$ cat src/rtl/key_vaild_gen.sv
// Debounces one raw push-button into press/release/long-press pulses and a chaser enable level.
// Latency: a stable key_in level yields key_press/key_release in the cycle after edge DEBOUNCE_CYC+4.
// No backpressure: pulses are single-cycle and unconditional; the consumer must sample every cycle.
module key_vaild_gen #(
   parameter logic [23:0] DEBOUNCE_CYC = 24'd999_999,
   parameter logic [25:0] LONG_CYC     = 26'd49_999_999,
   parameter logic        KEY_ACTIVE   = 1'b0
) (
   input  logic sys_clk,
   input  logic rst,
   input  logic key_in,
   output logic key_state,
   output logic key_press,
   output logic key_release,
   output logic key_long,
   output logic vaild
);

   typedef enum logic [1:0] {
      IDLE       = 2'd0,
      PRESS_DB   = 2'd1,
      HELD       = 2'd2,
      RELEASE_DB = 2'd3
   } state_t;

   // two-flop synchroniser; key_s is the only view of the pin the FSM ever uses
   logic        sync1_q, sync1_d;
   logic        sync2_q, sync2_d;

   state_t      state_q, state_d;
   logic [23:0] db_cnt_q, db_cnt_d;
   logic [25:0] hold_cnt_q, hold_cnt_d;
   logic        long_flag_q, long_flag_d;

   logic        key_state_q, key_state_d;
   logic        key_press_q, key_press_d;
   logic        key_release_q, key_release_d;
   logic        key_long_q, key_long_d;
   logic        vaild_q, vaild_d;

   logic        key_s;
   logic        act;

   assign key_s = sync2_q;
   assign act   = (key_s == KEY_ACTIVE);

   // next-state logic: synchroniser shift, press/release FSM, counters and registered outputs
   always_comb begin
      sync1_d       = key_in;
      sync2_d       = sync1_q;

      state_d       = state_q;
      db_cnt_d      = db_cnt_q;
      hold_cnt_d    = hold_cnt_q;
      long_flag_d   = long_flag_q;

      key_press_d   = 1'b0;
      key_release_d = 1'b0;
      key_long_d    = 1'b0;
      vaild_d       = vaild_q;

      case (state_q)
         IDLE: begin
            db_cnt_d    = 24'd0;
            hold_cnt_d  = 26'd0;
            long_flag_d = 1'b0;
            if (act) begin
               state_d = PRESS_DB;
            end
         end

         PRESS_DB: begin
            if (!act) begin
               // bounce: level fell back before the debounce window closed
               state_d  = IDLE;
               db_cnt_d = 24'd0;
            end else if (db_cnt_q == DEBOUNCE_CYC) begin
               state_d     = HELD;
               db_cnt_d    = 24'd0;
               key_press_d = 1'b1;
            end else begin
               db_cnt_d = db_cnt_q + 24'd1;
            end
         end

         HELD: begin
            // hold_cnt saturates so it can never wrap back past LONG_CYC
            if (hold_cnt_q != LONG_CYC) begin
               hold_cnt_d = hold_cnt_q + 26'd1;
            end
            // long_flag limits the long event to once per press
            if ((hold_cnt_q == LONG_CYC) && !long_flag_q) begin
               key_long_d  = 1'b1;
               long_flag_d = 1'b1;
               vaild_d     = 1'b0;
            end
            if (!act) begin
               state_d  = RELEASE_DB;
               db_cnt_d = 24'd0;
            end
         end

         RELEASE_DB: begin
            if (act) begin
               // bounce on release: resume the hold without losing hold_cnt/long_flag
               state_d  = HELD;
               db_cnt_d = 24'd0;
            end else if (db_cnt_q == DEBOUNCE_CYC) begin
               state_d       = IDLE;
               db_cnt_d      = 24'd0;
               key_release_d = 1'b1;
               // only a short press toggles the enable; a long press already forced it low
               if (!long_flag_q) begin
                  vaild_d = ~vaild_q;
               end
            end else begin
               db_cnt_d = db_cnt_q + 24'd1;
            end
         end

         default: begin
            state_d = IDLE;
         end
      endcase

      key_state_d = (state_d == HELD) || (state_d == RELEASE_DB);
   end

   // single state register for synchroniser, FSM, counters and outputs; reset wins over everything
   always_ff @(posedge sys_clk) begin
      if (rst) begin
         sync1_q       <= ~KEY_ACTIVE;
         sync2_q       <= ~KEY_ACTIVE;
         state_q       <= IDLE;
         db_cnt_q      <= 24'd0;
         hold_cnt_q    <= 26'd0;
         long_flag_q   <= 1'b0;
         key_state_q   <= 1'b0;
         key_press_q   <= 1'b0;
         key_release_q <= 1'b0;
         key_long_q    <= 1'b0;
         vaild_q       <= 1'b0;
      end else begin
         sync1_q       <= sync1_d;
         sync2_q       <= sync2_d;
         state_q       <= state_d;
         db_cnt_q      <= db_cnt_d;
         hold_cnt_q    <= hold_cnt_d;
         long_flag_q   <= long_flag_d;
         key_state_q   <= key_state_d;
         key_press_q   <= key_press_d;
         key_release_q <= key_release_d;
         key_long_q    <= key_long_d;
         vaild_q       <= vaild_d;
      end
   end

   assign key_state   = key_state_q;
   assign key_press   = key_press_q;
   assign key_release = key_release_q;
   assign key_long    = key_long_q;
   assign vaild       = vaild_q;

endmodule

$ cat config.mk
export PLATFORM = sky130hd
export DESIGN_NAME = key_vaild_gen
export DESIGN_NICKNAME = d
export VERILOG_FILES = /design/src/rtl/key_vaild_gen.sv
export SDC_FILE = /design/constraint.sdc
export NUM_CORES = 1
export LEC_CHECK = 0
export ABC_CLOCK_PERIOD_IN_PS = 2150
export CAP_MARGIN = 20
export CORE_MARGIN = 10
export CORE_UTILIZATION = 25
export DETAILED_ROUTE_END_ITERATION = 10
export GPL_TIMING_DRIVEN = 0
export PLACE_DENSITY_LB_ADDON = 0.25
export SETUP_SLACK_MARGIN = 0.15
export SYNTH_ARGS = -nofsm -noshare
export SYNTH_HDL_FRONTEND = slang
export SYNTH_SLANG_ARGS = --single-unit
$ cat constraint.sdc
create_clock -name sys_clk -period 2.15 [get_ports sys_clk]
set_input_delay 0.215 -clock sys_clk [delete_from_list [all_inputs] [get_ports sys_clk]]
set_output_delay 0.215 -clock sys_clk [all_outputs]
set_load 0.005 [all_outputs]
==> flow_summary.ini <==
[run_status]
outcome = finished clean

[timing]
fin_crit_sh_pct = 96.1
worst_slew_pin_slew_ns = 0.636
setup_ws_ns = 0.0848
fmax_ghz = 0.484
setup_violations = 0
hold-worst-slack_ns = 0.414
hold_viol_final = 0
rsz0062_at_grt = yes
maxSlewViolCount = 0
max_slew_margin_pct = 57.5
fin_setup_tns_ns = 0
min_period_ns = 2.07
fin_skew_ns = 0.00447

[cts]
clockRootBuffer = clkbuf_16
holdBufCountCts = 0
clk_pin_slew_ns = 0.05
ctsLongestPathBuffers = 2
tritoncts = built
htreeDepth = 3
cts_inserted_buffers = 9
cts.sinks = 59
clock_latency_ns = 0.33

[detailed_routing]
vias = 2807
wl_per_cell_um = 14.3
ant_nets = 0
drtPass1Iterations = 4
route.detailed.drc = 0
drt_wl_total_mm = 8.10
viasPerCell = 4.95
drtIter0Drc = 209

[yosys]
synth-adder-area-share_pct = 0.812
ys_top_cells_by_area = dfxtp_1 38%, mux2_2 5.8%, nand2_1 4.5%
synth_top_family_by_area = simple AND/OR/NAND/NOR gates
synth_compound_area_share_pct = 8.57
avgSynthCellArea_um2 = 8.49
synth-simple-area-share_pct = 36.3
synth_edf_count = 0
synthTopCellsByCount = 59 x dfxtp_1, 37 x nand2_1, 33 x nor2_1, 27 x nor3_1, 19 x nand4_1
async_flop_share_pct = 0
syn_nets = 368
ys_seq_elements = 59
synth_cell_type_count = 52
synth_xor_area_share_pct = 5.69
synth_area_leader_cell = dfxtp_1
yosys-mux-area-fraction_pct = 5.85
synth_flop_cell = dfxtp_1
synth_top_area_share_pct = 38.3
syn_inst = 363
yosysMostFrequentCell = dfxtp_1
yosysSeqAreaShare_pct = 38.3
yosys_warnings = 0
netlist_area_um2 = 3080

[placed_design]
gp_congestion = 0.819
port_buffers = 7
dp_slack_ns = -0.0130
place_hpwl_mm = 5.38

[hold_path]
min_path_cells = 1
min_path_type = reg -> reg

[global_routing]
grt_pass1_wl_mm = 13.4
grtUsageTotal_pct = 9.75
grt_pass1_vias = 2700
antenna_found_initial = 0
grt_max_degree = 11
overflow = 0

[floorplanning]
die_x_um = 131
start_util_pct = 25.5
dieHeight_um = 131
ioPinCount = 8
core_area_um2 = 12100
rows = 40
design.die.area_um2 = 17200

[power_and_ir_drop]
p_leak_nw = 1.22
fin_total_pwr_mw = 2.47
peakVddDrop_mv = 0.326
power_density_nw_per_um2 = 633

[worst_setup_path]
reg2regPathDepth = 7
critical_path_class = reg -> reg
endpoint_kind = flop
cp_data_arrival_time_ns = 2.32
worstPathMaxFanout = 3
worstPathRequired_ns = 2.40
start_kind = flop

[layout]
nets = 399
antenna_cells = 0
drive_above_1_share_pct = 21.8
area_delta_synth_final_pct = 26.9
utilization_pct = 32.4

[run]
drv_cap = 0
[power breakdown]
| group | switching (mW) | leakage, nW | internal, mW | total [mW] |
|---|---|---|---|---|
| clock network | 0.473 | 0.137 | 0.838 | 1.31 |
| logic | 0.0383 | 0.609 | 0.0206 | 0.0588 |
| registers | 0.00512 | 0.478 | 1.10 | 1.10 |
[repair_timing]
item | CTS | global route
pin swaps | 5 | 7
hold endpoints to repair | 0 | 0
setup buffers | 5 | 6
gates resized for setup | 16 | 33
cloned | 0 | 2
endpoints found under the setup margin | 34 | 45
[path summary, 6_finish.rpt]
kind / start / to / slack [ns]
worst min register to register: sync1_q / key_s / 0.41
worst max register to register: db_cnt_q[11] / vaild / 0.08
worst max-delay path: db_cnt_q[11] / vaild / 0.08
worst min-delay path: sync1_q / key_s / 0.41
[area by class of cell]
class | instances | area [µm²]
Fill cell | 1288 | 8150
Multi-Input combinational cell | 280 | 1890
Sequential cell | 59 | 1190
Clock buffer | 14 | 264
Tap cell | 168 | 210
Timing Repair Buffer | 20 | 186
Buffer | 20 | 148
Inverter | 4 | 15.0
Clock inverter | 2 | 10.0
[per-layer routing]
layer | global-route usage (%) | up-vias | share of wire [%]
met1 | 11.9 | 1332 | 48
met2 | 15.4 | 37 | 46
met4 | 4.38 | 0 | 2.8
met3 | 3.18 | 24 | 3.6
met5 | 0 | - | 0
li1 | - | 1414 | -
[critical path, cell delays in order (launching register included)]
cell	delay, ns
dfxtp_2	0.31
buf_6	0.11
or4b_4	0.55
nor3_4	0.14
nand4_1	0.14
buf_4	0.18
or4_1	0.39
a31oi_1	0.17
[through the flow]
stage,cell area (µm²),cells
2_1_floorplan,3080,363
3_3_place_gp,3360,538
3_5_place_dp,3360,538
4_1_cts,3720,559
5_1_grt,3910,567
6_report,3910,567
[logic make-up after synthesis]
family                     Yosys count
buffers and inverters               24
DFF                                 59
and+or+nand+nor                    203
muxes                               16
adders and majority gates            2
xor gates and xnor gates            20
AOI/OAI and AO/OA                   39
[registers in the layout, indices dropped and copies added, names as in the netlist]
register and count:
key_s 1, sync1_q 1, key_long 1, hold_cnt_q 26, state_q 2, key_release 1, key_press 1, long_flag_q 1
db_cnt_q 24, vaild 1
[cells in the final DEF, fill, tap and decap left out, drive strengths merged, types with 3 or more instances in the layout]
cell type	synthesis	routed
xor2	8	8
and4	11	11
nor3b	9	9
xnor2	12	12
a31oi	8	8
nor4	14	14
nand4	19	19
or2	3	3
or3	3	3
o21ai	4	4
buf	7	20
and2	3	3
nand3b	3	3
and3	11	11
mux2	16	16
inv	4	4
clkdlybuf4s50	0	7
a21oi	9	9
nand3	18	18
dfxtp	59	59
nor2	33	33
nand2	37	37
nor3	28	28
clkbuf	13	27
Note: power is estimated with default switching activity, not from simulation.
